File: config.mk
export PLATFORM = sky130hd
export DESIGN_NAME = div_share_ctrl
export DESIGN_NICKNAME = d
export VERILOG_FILES = /design/src/rtl/div_share_ctrl_pkg.sv /design/src/rtl/div_share_ctrl_rr_arbiter.sv /design/src/rtl/div_share_ctrl.sv
export SDC_FILE = /design/constraint.sdc
export NUM_CORES = 1
export LEC_CHECK = 0
export CORE_AREA = 3 3 156 158
export CTS_CLUSTER_DIAMETER = 100
export DETAILED_ROUTE_END_ITERATION = 16
export DIE_AREA = 0 0 159 161
export PLACE_DENSITY = 0.62
export SYNTH_ARGS = -nofsm -noshare
export SYNTH_HDL_FRONTEND = slang
export SYNTH_SLANG_ARGS = --single-unit
File: constraint.sdc
create_clock -name clk -period 4.91 [get_ports clk]
set_clock_uncertainty 0.1 [all_clocks]
set_input_delay 0.7365 -clock clk [delete_from_list [all_inputs] [get_ports clk]]
set_output_delay 0.7365 -clock clk [all_outputs]
set_load 0.005 [all_outputs]
File: src/rtl/div_share_ctrl_pkg.sv
// div_share_ctrl_pkg: shared FSM encoding and width helper for the divider-sharing controller
package div_share_ctrl_pkg;
  typedef enum logic [1:0] {IDLE = 2'd0, WAIT = 2'd1, RESP = 2'd2} state_e;
  function automatic int clog2_min1(input int n);
    return (n < 2) ? 1 : $clog2(n);
  endfunction
endpackage

File: src/rtl/div_share_ctrl_rr_arbiter.sv
// rr_arbiter: combinational round-robin pick, searching upward from ptr with wrap
module rr_arbiter
  import div_share_ctrl_pkg::*;
#(
  parameter int NREQ = 4,
  parameter int IW = clog2_min1(NREQ)
) (
  input  logic [NREQ-1:0] req,
  input  logic [IW-1:0]   ptr,
  output logic [NREQ-1:0] grant,
  output logic [IW-1:0]   grant_idx,
  output logic            grant_vld
);
  int s;
  always_comb begin
    grant = '0;
    grant_idx = '0;
    grant_vld = 1'b0;
    s = 0;
    for (int k = 0; k < NREQ; k++) begin
      s = int'(ptr) + k;
      if (s >= NREQ) s = s - NREQ;
      if (!grant_vld && req[IW'(s)]) begin
        grant_vld = 1'b1;
        grant_idx = IW'(s);
      end
    end
    grant[grant_idx] = grant_vld;
  end
endmodule

File: src/rtl/div_share_ctrl.sv
// div_share_ctrl: round-robin sharing of one combinational divider among NREQ requesters
module div_share_ctrl
  import div_share_ctrl_pkg::*;
#(
  parameter int NREQ = 4,
  parameter int WIDTH = 32,
  parameter int SETTLE = 2
) (
  input  logic                  clk,
  input  logic                  rst,
  input  logic [NREQ-1:0]       req_valid,
  output logic [NREQ-1:0]       req_ready,
  input  logic [NREQ*WIDTH-1:0] req_dividend,
  input  logic [NREQ*WIDTH-1:0] req_divisor,
  output logic [NREQ-1:0]       rsp_valid,
  input  logic [NREQ-1:0]       rsp_ready,
  output logic [WIDTH-1:0]      rsp_quotient,
  output logic                  rsp_divzero,
  output logic [WIDTH-1:0]      div_dividend,
  output logic [WIDTH-1:0]      div_divisor,
  input  logic [WIDTH-1:0]      div_quotient,
  output logic                  busy
);
  localparam int IW = clog2_min1(NREQ);
  localparam int CW = clog2_min1(SETTLE);
  localparam logic [WIDTH-1:0] DIVZERO_Q = '1;
  state_e state_q, state_d;
  logic [IW-1:0] ptr_q, ptr_d, own_q, own_d;
  logic [CW-1:0] cnt_q, cnt_d;
  logic [WIDTH-1:0] div_dividend_q, div_dividend_d, div_divisor_q, div_divisor_d;
  logic [WIDTH-1:0] rsp_quotient_q, rsp_quotient_d;
  logic rsp_divzero_q, rsp_divzero_d;
  logic [NREQ-1:0] arb_grant;
  logic [IW-1:0] arb_idx;
  logic arb_vld;
  logic [WIDTH-1:0] sel_dividend, sel_divisor;
  rr_arbiter #(.NREQ(NREQ), .IW(IW)) u_arb (
    .req(req_valid),
    .ptr(ptr_q),
    .grant(arb_grant),
    .grant_idx(arb_idx),
    .grant_vld(arb_vld)
  );
  assign sel_dividend = req_dividend[int'(arb_idx)*WIDTH +: WIDTH];
  assign sel_divisor = req_divisor[int'(arb_idx)*WIDTH +: WIDTH];
  assign req_ready = (state_q == IDLE && !rst) ? arb_grant : '0;
  assign rsp_valid = (state_q == RESP) ? (NREQ'(1) << own_q) : '0;
  assign rsp_quotient = rsp_quotient_q;
  assign rsp_divzero = rsp_divzero_q;
  assign div_dividend = div_dividend_q;
  assign div_divisor = div_divisor_q;
  assign busy = state_q != IDLE;
  always_comb begin
    state_d = state_q;
    ptr_d = ptr_q;
    own_d = own_q;
    cnt_d = cnt_q;
    div_dividend_d = div_dividend_q;
    div_divisor_d = div_divisor_q;
    rsp_quotient_d = rsp_quotient_q;
    rsp_divzero_d = rsp_divzero_q;
    case (state_q)
      IDLE: if (arb_vld) begin
        own_d = arb_idx;
        ptr_d = (arb_idx == IW'(NREQ - 1)) ? '0 : arb_idx + 1'b1;
        if (sel_divisor == '0) begin
          rsp_quotient_d = DIVZERO_Q;
          rsp_divzero_d = 1'b1;
          state_d = RESP;
        end else begin
          div_dividend_d = sel_dividend;
          div_divisor_d = sel_divisor;
          cnt_d = CW'(SETTLE - 1);
          state_d = WAIT;
        end
      end
      WAIT: begin
        cnt_d = cnt_q - 1'b1;
        if (cnt_q == '0) begin
          rsp_quotient_d = div_quotient;
          rsp_divzero_d = 1'b0;
          state_d = RESP;
        end
      end
      RESP: state_d = rsp_ready[own_q] ? IDLE : RESP;
      default: state_d = IDLE;
    endcase
  end
  always_ff @(posedge clk) begin
    if (rst) begin
      state_q <= IDLE;
      ptr_q <= '0;
      own_q <= '0;
      cnt_q <= '0;
      div_dividend_q <= '0;
      div_divisor_q <= '0;
      rsp_quotient_q <= '0;
      rsp_divzero_q <= 1'b0;
    end else begin
      state_q <= state_d;
      ptr_q <= ptr_d;
      own_q <= own_d;
      cnt_q <= cnt_d;
      div_dividend_q <= div_dividend_d;
      div_divisor_q <= div_divisor_d;
      rsp_quotient_q <= rsp_quotient_d;
      rsp_divzero_q <= rsp_divzero_d;
    end
  end
endmodule
==> summary.txt <==
Synthesis
  • Synthesized instance count: ~900
  • Mapped Nets: 1,198
  • Mux share of post-synthesis cell area: less than 1%
  • Unique masters post-synth: 34
  • Mapped cell area: 0.00646 sq mm
  • Synth area leaders: dfxtp_1 32%, nand2_1 8.1%, a211oi_1 7.9%, and3_1 6.5%, a211oi_2 5.6%
  • Post-synthesis sequential area ratio: 32.2%
  • Area share of and/or/nand/nor cells after synthesis: approximately 33%
  • Post-Synth Adder-Cell Area: 0.775%
  • Post-Synth XOR/XNOR Area: 0%
  • Synth Area in Compound Gates: 26.0%
  • Synth Area per Inst: slightly above 7 sq um
  • Warnings from Yosys: 0
  • Most area-hungry cell type in the Yosys netlist: dfxtp_1
  • Top-area cell type share of the netlist area: 32.2%
  • Synth Register Bits: 104
  • Largest family of logic cells by synthesized area: simple AND/OR/NAND/NOR gates

Drt
  • Antenna-violating nets left: 0
  • DR pass1 iterations: 5
  • DRC violations left: 0
  • Via count: 8,039
  • Iteration-0 DRC Markers: 663
  • DRT Wirelength: 30.4 mm
  • Wirelength per Cell: 19.4 um
  • Vias per std cell: roughly 5.1

Place
  • Number of instances in the placed design: 1,547
  • HPWL Detailed: 22.5 mm
  • Worst slack at placement: 0.291 ns
  • Buffers on Ports: about 400
  • Global placer's final weighted congestion: 0.853

Critical path
  • Crit path max fanout: 66
  • CP Launch Point: req_valid[0]
  • Crit path DAT: 3.68 ns
  • CP endpoint kind: primary output
  • Worst path required time: 4.07 ns
  • Type of origin of the critical path: input port
  • Critical path class: input port to primary output
  • Reg2Reg Launch Point: ptr_q[1]

Global routing
  • First-pass GRT wire length: 45.4 mm
  • GRT overflow: 0
  • Total Routing Usage GR: 22.2%
  • Initial antenna violation count: 2
  • Vias in the first global route: 7,607
  • Largest net degree at the start of global routing: 73

Clock tree
  • Clock Tree Buf Depth: 2
  • Worst skew pair latency: 0.34 ns
  • Post-CTS Resized: 0
  • CTS buffer count: 9
  • CTS sink cnt: between 100 and 150
  • Worst-path clk slew: 0.08 ns
  • Post-CTS Hold Buffers: 0
  • H-tree lvl count: 3
  • CTS tree: built
  • Post-CTS Setup Bufs: 0
  • Root buf cell: clkbuf_16

Job
  • Max cap viols: 0

STA
  • Worst-margin pin slew: 1.20 ns
  • Fin crit share: 92.1%
  • RSZ-0062 raised after global routing: false
  • Worst setup margin: 0.390 ns
  • Fmax achieved: 0.221 GHz
  • Max-slew violations: 0
  • Max_slew headroom: 20.0%
  • Final hold violation count: 0
  • Hold slack: 0.369 ns
  • Final Setup Violations: 0
  • Setup TNS: 0 ns
  • Minimum clock period: between 4 and 5 ns

Finish
  • Leading cell type in the layout, fill and taps excluded: clkdlybuf4s50_1
  • Area Overhead vs Synth: 71.6%
  • Final Core Density: a little under half
  • Final non-filler cell total: 1,564
  • Most frequent cells in the layout: 402 x clkdlybuf4s50_1, 138 x nand2_1, 104 x dfxtp_1
  • Share of layout cells above drive strength 1: 7.07%
  • Post-layout net count: 1,541

Floorplanning
  • Die Wd: 159 um
  • Core Region: 0.0233 sq mm
  • Num ports: 404
  • Placement Rows: 56
  • Die Ht: 161 um
  • Initial Utilization: 27.8%
  • Die ar.: around 0.026 sq mm

Status
  • Status: finished clean

Power
  • Total power divided by cell area: 302 mW/mm^2
  • Worst IR Drop VDD: 0.124 mV
  • LEAKAGE: 4.24 nW

Hold path
  • Hold path startpoint: rsp_divzero
  • Hold WC Path Type: flip-flop to flip-flop
cells by family after synthesis:
family / after synthesis
AOI/OAI and AO/OA: 252
adders and majority gates: 4
DFF: 104
and+or+nand+nor: 428
muxes: 2
buffers and inverters: 106
per-stage QoR:
stage | power [mW] | instance area [sq um]
2_1_floorplan | 1.83 | 6460
3_3_place_gp | 2.65 | 10800
3_5_place_dp | 2.66 | 10800
4_1_cts | 3.39 | 11100
5_1_grt | 3.56 | 11100
6_report | 3.35 | 11100
worst max-delay path, cell delays in order:
cell             delay (ns)
clkdlybuf4s50_1        0.55
nor2b_1                0.26
o21bai_4               0.09
buf_12                 0.19
nand2_4                0.11
buf_4                  0.54
ha_1                   0.25
nor3b_1                0.31
clkdlybuf4s50_1        0.57
final timing paths:
| kind | to | slack [ns] | cells after the start |
|---|---|---|---|
| setup / recovery | req_ready[1] | 0.39 | 9 |
| hold / removal | rsp_divzero | 0.37 | 2 |
| setup reg to reg | div_divisor[8] | 1.10 | 14 |
| hold reg to reg | rsp_divzero | 0.37 | 2 |
state kept, by name, indices dropped and copies added, names as in the netlist:
name          count
div_dividend     32
div_divisor      32
rsp_quotient     32
own_q             2
ptr_q             2
state_q           2
cnt_q             1
rsp_divzero       1
cells in the mapped netlist:
master and number:
or4_1 35, a211oi_1 68, a21oi_1 71, nor2_1 71
inv_1 5, buf_2 11, nand3_1 66, nor4_1 2
or2_2 2, clkbuf_1 72, mux4_2 1, a31oi_1 1
ha_1 4, a211oi_2 29, o22ai_1 16, nor4b_1 1
o21ai_0 65, nand2_4 1, dfxtp_1 104, nand4_1 32
nand2_1 139, buf_4 1, nor3b_1 4, nand2b_1 1
a221o_1 1, buf_6 7, nor4_4 1, o21bai_1 1
buf_1 10, nor2b_1 2, or3_1 2, and3_1 67
or4_4 2, mux2i_1 1
layout make-up:
cell class | count | area (sq um)
fill | 2325 | 12200
timing repair buffer | 433 | 4360
multi-input combinational | 686 | 3940
sequential | 104 | 2080
tap | 319 | 399
clock buffer | 10 | 229
clock inverter | 6 | 62.6
inverter | 5 | 18.8
antenna | 1 | 2.50
layer usage:
metal  track usage, %  routed length [um]  part of all wire, %
met1             29.0               13300                   44
met2             37.1               14600                   48
met3             5.59                1890                  6.2
met4             5.45                 593                  1.9
met5                0                  13                0.043
report_power, final:
part	switching, mW	internal [mW]
registers	0.0760	0.982
clock network	0.353	0.360
logic	0.787	0.794
total	1.22	2.14
Power figures use the tool's default switching activity.
